$ cat src/rtl/traffic_sensor_conditioner_pkg.sv
// traffic_pkg: road bit ordering and default sizing shared with the traffic light controller.
package traffic_pkg;
  localparam int ROAD1_BIT = 1;
  localparam int ROAD2_BIT = 0;
  localparam int DEF_DEBOUNCE_CYCLES = 4;
  localparam int DEF_CNT_W = 8;
  localparam int DEF_STUCK_CYCLES = 1000;
endpackage

$ cat src/rtl/traffic_sensor_conditioner_sensor_lane.sv
// sensor_lane: one road's synchroniser, debouncer, request latch, arrival counter and stuck detector.
// Stuck detection is built only with TRAFFIC_SENSOR_STUCK_DET_EN defined; otherwise o_stuck is 0.
module sensor_lane
  import traffic_pkg::*;
#(
  parameter int DEBOUNCE_CYCLES = DEF_DEBOUNCE_CYCLES,
  parameter int DB_W = 3,
  parameter int CNT_W = DEF_CNT_W,
  parameter int STUCK_CYCLES = DEF_STUCK_CYCLES,
  parameter int STUCK_W = 10
) (
  input  logic             clk,
  input  logic             reset,
  input  logic             i_raw,
  input  logic             i_serve,
  output logic             o_req,
  output logic             o_db,
  output logic [CNT_W-1:0] o_arrivals,
  output logic             o_stuck
);
`ifdef TRAFFIC_SENSOR_STUCK_DET_EN
  localparam bit STUCK_EN = 1'b1;
`else
  localparam bit STUCK_EN = 1'b0;
`endif
  logic r_s1, r_s2, r_db, r_db_q, r_req, r_stuck;
  logic [DB_W-1:0] r_db_cnt;
  logic [CNT_W-1:0] r_arr;
  logic [STUCK_W-1:0] r_stk_cnt;
  logic w_rise;
  assign w_rise = r_db & ~r_db_q;
  always_ff @(posedge clk) begin
    if (reset) begin
      r_s1 <= 1'b0;
      r_s2 <= 1'b0;
      r_db <= 1'b0;
      r_db_q <= 1'b0;
      r_db_cnt <= '0;
      r_req <= 1'b0;
      r_arr <= '0;
    end else begin
      r_s1 <= i_raw;
      r_s2 <= r_s1;
      if (r_s2 == r_db) r_db_cnt <= '0;
      else if (r_db_cnt == DB_W'(DEBOUNCE_CYCLES - 1)) begin
        r_db <= r_s2;
        r_db_cnt <= '0;
      end else r_db_cnt <= r_db_cnt + 1'b1;
      r_db_q <= r_db;
      r_req <= (i_serve | r_stuck) ? 1'b0 : (r_req | r_db);
      if (w_rise && !r_stuck && r_arr != '1) r_arr <= r_arr + 1'b1;
    end
  end
  // With the feature compiled out STUCK_EN holds these flops at zero, so they reduce away.
  always_ff @(posedge clk) begin
    if (reset || !STUCK_EN || !r_db) begin
      r_stk_cnt <= '0;
      r_stuck <= 1'b0;
    end else begin
      if (r_stk_cnt != '1) r_stk_cnt <= r_stk_cnt + 1'b1;
      if (r_stk_cnt == STUCK_W'(STUCK_CYCLES - 1)) r_stuck <= 1'b1;
    end
  end
  assign o_req = r_req;
  assign o_db = r_db;
  assign o_arrivals = r_arr;
  assign o_stuck = r_stuck;
endmodule

$ cat src/rtl/traffic_sensor_conditioner.sv
// traffic_sensor_conditioner: turns raw loop-detector inputs into the l1l2 request vector for the light controller.
// Optional stuck-sensor masking via TRAFFIC_SENSOR_STUCK_DET_EN.
module traffic_sensor_conditioner
  import traffic_pkg::*;
#(
  parameter int DEBOUNCE_CYCLES = DEF_DEBOUNCE_CYCLES,
  parameter int DB_W = 3,
  parameter int CNT_W = DEF_CNT_W,
  parameter int STUCK_CYCLES = DEF_STUCK_CYCLES,
  parameter int STUCK_W = 10
) (
  input  logic             clk,
  input  logic             reset,
  input  logic [1:0]       raw_sensor,
  input  logic [1:0]       serve,
  output logic [1:0]       l1l2,
  output logic [1:0]       debounced,
  output logic [CNT_W-1:0] arrivals1,
  output logic [CNT_W-1:0] arrivals2,
  output logic [1:0]       stuck
);
  sensor_lane #(
    .DEBOUNCE_CYCLES(DEBOUNCE_CYCLES), .DB_W(DB_W), .CNT_W(CNT_W),
    .STUCK_CYCLES(STUCK_CYCLES), .STUCK_W(STUCK_W)
  ) u_road1 (
    .clk(clk), .reset(reset),
    .i_raw(raw_sensor[ROAD1_BIT]), .i_serve(serve[ROAD1_BIT]),
    .o_req(l1l2[ROAD1_BIT]), .o_db(debounced[ROAD1_BIT]),
    .o_arrivals(arrivals1), .o_stuck(stuck[ROAD1_BIT])
  );
  sensor_lane #(
    .DEBOUNCE_CYCLES(DEBOUNCE_CYCLES), .DB_W(DB_W), .CNT_W(CNT_W),
    .STUCK_CYCLES(STUCK_CYCLES), .STUCK_W(STUCK_W)
  ) u_road2 (
    .clk(clk), .reset(reset),
    .i_raw(raw_sensor[ROAD2_BIT]), .i_serve(serve[ROAD2_BIT]),
    .o_req(l1l2[ROAD2_BIT]), .o_db(debounced[ROAD2_BIT]),
    .o_arrivals(arrivals2), .o_stuck(stuck[ROAD2_BIT])
  );
endmodule

$ cat config.mk
export PLATFORM = sky130hd
export DESIGN_NAME = traffic_sensor_conditioner
export DESIGN_NICKNAME = d
export VERILOG_FILES = /design/src/rtl/traffic_sensor_conditioner_pkg.sv /design/src/rtl/traffic_sensor_conditioner_sensor_lane.sv /design/src/rtl/traffic_sensor_conditioner.sv
export SDC_FILE = /design/constraint.sdc
export NUM_CORES = 1
export LEC_CHECK = 0
export ABC_AREA = 0
export BUFFER_PORTS_ARGS = -buffer_cell sky130_fd_sc_hd__buf_4
export CELL_PAD_IN_SITES_DETAIL_PLACEMENT = 1
export CELL_PAD_IN_SITES_GLOBAL_PLACEMENT = 2
export CORE_MARGIN = 2
export CORE_UTILIZATION = 32
export DETAILED_ROUTE_END_ITERATION = 6
export HOLD_SLACK_MARGIN = 0.03
export PLACE_DENSITY_LB_ADDON = 0.1
export SETUP_SLACK_MARGIN = 0.2
export SYNTH_ARGS = -nofsm -noshare
export SYNTH_HDL_FRONTEND = slang
export SYNTH_SLANG_ARGS = --single-unit
$ cat constraint.sdc
create_clock -name clk -period 1.6 [get_ports clk]
set_input_delay 0.32 -clock clk [delete_from_list [all_inputs] [get_ports clk]]
set_output_delay 0.32 -clock clk [all_outputs]
set_load 0.03 [all_outputs]
== After elaboration in Yosys (flattened, before gate mapping) ==
Index checks and enable logic that the tools add are counted.

* Register bits after elaboration: 32
* Input port bits: 6
* Word-level logic and storage cells: 40

* Add/sub/neg operators: 4
* Equal/unequal tests: 6
* Bitwise gates (word level): 8
* Reductions and logical operators: 8

{| class="wikitable"
|+ Operator list
! kind !! number
|-
| adder 8 x 1 -> 8 bit, second input constant || 2
|-
| != test 8 bit, second input constant || 2
|-
| adder 3 x 1 -> 3 bit, second input constant || 2
|-
| == test 3 x 2 -> 1 bit, second input constant || 2
|-
| OR reduction 3 bit || 2
|-
| NOT 1 bit || 4
|-
| AND reduction 2 bit || 2
|-
| OR reduction 2 bit || 2
|-
| AND 1 bit || 2
|-
| == test 1 bit || 2
|-
| logical AND 1 bit || 2
|-
| bitwise OR 1 bit || 2
|}

== Longest topological paths before layout ==
* Depth in word-level cells: 3
* Mapped depth: 5

== Cells and area by module ==
From an unflattened synthesis, not the netlist that was laid out.

* Cell total of the unflattened synthesis: 147
* Area, all modules: 1,498.9 um2

{| class="wikitable"
|+ Modules (own cells, without submodules)
! module !! times used !! cells each !! area an instance (um2) !! sequential area each (um2)
|-
| sensor_lane at u_road1 || 1 || 74 || 764.5 || 320.3
|-
| sensor_lane at u_road2 || 1 || 73 || 734.5 || 320.3
|}

== Worst setup path after synthesis ==
OpenSTA, ideal clock, no wires.

* Path type: register to register
* Start point: register u_road2.r_arr[0], in the netlist u_road2.o_arrivals[0]
* End point: register u_road2.r_arr[1], in the netlist u_road2.o_arrivals[1]
* Library setup time: 0.128 ns
* Arrival time: 1.489 ns
* Required time: 1.472 ns
* Path slack: -0.017 ns
* Cell stages (with the launch flop): 6
* Path buffers: 0
* Path through: dfxtp_1 ha_1 nand3_1 o21ai_0 mux2i_1 nor2_1

* Word-level cells in the longest chain between the ends: 2
* Elaborated cells between the ends (all ways): 3

{| class="wikitable"
|+ RTL lines
! what !! line !! text
|-
| from (decl) || traffic_sensor_conditioner_sensor_lane.sv:28 || <nowiki>logic [CNT_W-1:0] r_arr;</nowiki>
|-
| from (signal assigned) || traffic_sensor_conditioner_sensor_lane.sv:51 || <nowiki>if (w_rise && !r_stuck && r_arr != '1) r_arr <= r_arr + 1'b1;</nowiki>
|-
| parallel branches: the longest is 2 deep, another holds adder 8 x 1 -> 8 bit || - ||
|}

Several ways; the timed one is not identified.
A chain may end at the register's enable or synchronous reset.

== Final worst setup path ==
* Start point: register u_road1.r_arr[0], in the netlist u_road1.o_arrivals[0]
* End point: register u_road1.r_arr[5], in the netlist u_road1.o_arrivals[5]

* Word-level cells in the longest chain between the ends: 2
* Elaborated cells between the ends (all ways): 3

{| class="wikitable"
|+ RTL lines
! what !! line
|-
| from (decl) || traffic_sensor_conditioner_sensor_lane.sv:28
|-
| from (signal assigned) || traffic_sensor_conditioner_sensor_lane.sv:51
|-
| parallel branches: the longest is 2 deep, another holds adder 8 x 1 -> 8 bit || -
|}

Several ways; the timed one is not identified.

==> metrics.yaml <==
critical_path:
  crit_path_start_kind: "register"
  rr_startpoint: "u_road1.o_arrivals[0]"
  worstSetupPathType: "register to register"
  r2r_cells: 5
  crit_path_max_fanout: 4
  rrSetupSlack_ns: 0.23
  arrival_ns: 1.58
  endpoint_kind: "register"
  startpoint: "u_road1.o_arrivals[0]"
  worstPathRequired_ns: 1.81
  rr_endpoint: "u_road1.o_arrivals[5]"
clocking:
  ctsHoldBuffers: 0
  cts_tree: "built"
  clkLatencyLatePin_ns: 0.28
  numCtsBuffers: 5
  clk_pin_slew_worst_paths_ns: 0.07
  htree_levels: 2
  cts.path.max_buffers: 2
  cts_root_buffer: "clkbuf_8"
  cts.sinks: 32
final_layout:
  nets: 185
  final_common_cell: "buf_4"
  nFillCells: 473
  layout-drive-gt1-share: 0.397
  diodes: 0
  multiInputGateArea_sq_um: 702
  syn_to_final_growth_pct: 34.8
  seqCellArea_sq_um: 663
  layout_common_cells: "buf_4, dfxtp_1, nor2_1, inv_1"
  fin_cells: 224
floorplanning:
  die_area_sq_um: 4720
  fp-row-count: 23
  die_h_microns: 68.7
  core_area_sq_um: 4030
  io_pins: 28
  start_util: 0.333
  die_w_microns: 68.7
routing:
  viasPerCell: 4.87
  ant_nets: 0
  wl_per_cell_microns: 13.3
  first_pass_iters: 4
  drc: 0
  drt_wl_total_mm: 2.97
  first_iter_violations: 31
  via_count: 1091
sta:
  rsz0062_at_grt: "yes"
  fin_tns_setup_ns: 0
  timing.fmax_mhz: 731
  fin_crit_sh: 0.855
  drv_slew: 0
  finalHoldViolations: 0
  fin_skew_ns: 0.00493
  setup_viol: 0
  whs_ns: 0.189
  fin_crit_ns: 1.37
place:
  io_buffers: 25
  dpl.cell_count: 208
  dpl.hpwl_mm: 1.99
  gp_congestion: 0.680
yosys:
  synth_seq_cells: 32
  syn_area_per_cell_sq_um: 9.57
  ys_seq_area_frac: 0.478
  yosysUniqueCellTypes: 32
  yosysWarnings: 0
  synth_cells: 140
  synth_area_sq_um: 1340
grt:
  grt_pass1_vias: 1080
  grt_max_degree: 30
  grt_pass1_wl_mm: 4.75
  grt_usage: 0.139
  antenna_found_initial: 0
  grt_overflow: 0
power:
  irDropWorstVdd_v: 0.000440
  power_density_nw_per_um2: 822
  finalPower_mw: 1.48
  leakage_nw: 0.717
flow_run:
  max_cap_violations: 0
run_status:
  outcome: "finished clean"
min_path:
  hold_class: "input port to register"
  min_path_cells: 2
  hold_path_end: "u_road1.o_req"
  hp-start: "serve[1]"
[final cells by class]
type,count,share of cell area
multi-input combinational,93,0.389
sequential,32,0.367
timing repair buffer,34,0.141
clock buffer,6,0.0457
tap,50,0.0346
inverter,7,0.0145
clock inverter,2,0.00831
[critical path, cell delays in order, from the launching register on]
cell,delay (ns)
dfxtp_4,0.37
ha_4,0.18
nand3_4,0.08
nor2_2,0.05
or4_4,0.51
a21oi_2,0.11
[worst max-delay path by stage]
stage	endpoint	slack (ns)	depth (start not counted)
2_1_floorplan	u_road2.o_arrivals[1]	0.17	4
3_3_place_gp	u_road2.o_arrivals[1]	0.22	4
3_5_place_dp	u_road2.o_arrivals[5]	0.12	4
4_1_cts	u_road2.o_arrivals[5]	0.20	5
5_1_grt	u_road1.o_arrivals[7]	0.14	5
6_report	u_road1.o_arrivals[5]	0.23	5
[layer usage]
metal / up-vias / part of all wire / global-route usage
met3: 5 / 0.051 / 0.0633
met4: 0 / 0.013 / 0.0515
met5: - / 0 / 0
met1: 513 / 0.45 / 0.160
met2: 23 / 0.49 / 0.227
li1: 550 / - / -
[flip-flops by register name (all words and copies together) (netlist names)]
register / flops
u_road2.o_db: 1
u_road2.r_s2: 1
u_road1.o_arrivals: 8
u_road1.r_db_q: 1
u_road1.r_s2: 1
u_road1.r_s1: 1
u_road2.r_db_cnt: 3
u_road1.r_db_cnt: 3
u_road2.r_s1: 1
u_road2.r_db_q: 1
u_road1.o_db: 1
u_road1.o_req: 1
u_road2.o_req: 1
u_road2.o_arrivals: 8
[report_power, final]
| part | total, mW | switching [mW] | internal [mW] |
|---|---|---|---|
| logic | 0.0364 | 0.0228 | 0.0136 |
| registers | 0.798 | 0.00286 | 0.796 |
| clock network | 0.650 | 0.302 | 0.348 |
[metrics by stage]
| stage | area, sq um | setup WS [ns] | utilization |
|---|---|---|---|
| 2_1_floorplan | 1360 | 0.165 | - |
| 3_3_place_gp | 1560 | 0.216 | 0.388 |
| 3_5_place_dp | 1560 | 0.116 | 0.388 |
| 4_1_cts | 1690 | 0.195 | 0.420 |
| 5_1_grt | 1810 | 0.141 | 0.448 |
| 6_report | 1810 | 0.232 | 0.448 |
[synthesized netlist by cell type]
cell	instances	area [sq um]
o211ai_1	2	15.0
dfxtp_1	32	641
nor3_1	4	20.0
a41oi_1	1	8.76
and2b_1	1	7.51
o31ai_1	3	22.5
conb_1	1	3.75
nand2_1	4	15.0
clkbuf_1	3	11.3
a311oi_1	1	8.76
a2111o_1	1	11.3
xnor2_1	2	17.5
nor2_1	19	71.3
inv_1	7	26.3
nor2b_1	6	37.5
nand3_1	2	10.0
and4_1	1	8.76
and4b_1	2	20.0
nand4_1	3	18.8
buf_4	6	45.0
o21a_1	2	15.0
and2b_4	1	10.0
a21oi_1	7	35.0
or4_1	2	15.0
ha_1	6	75.1
mux2i_1	4	40.0
nand4_4	1	21.3
and3_1	1	6.26
or3_1	4	25.0
a211oi_1	3	22.5
xor2_1	4	35.0
o21ai_0	4	20.0
[what timing repair did]
item,4_1_cts,5_1_grt
pin swaps,3,7
endpoints found under the setup margin,2,13
gates resized for setup,5,15
setup buffers,1,7
hold endpoints to repair,0,0
[cell families after synthesis]
group,synth area share
muxes,0.0299
DFF,0.478
xor gates and xnor gates,0.0392
adders and majority gates,0.0560
other,0.00280
buffers and inverters,0.0616
and+or+nand+nor,0.214
AOI/OAI and AO/OA,0.119
Note: power is estimated with default switching activity, not from simulation.
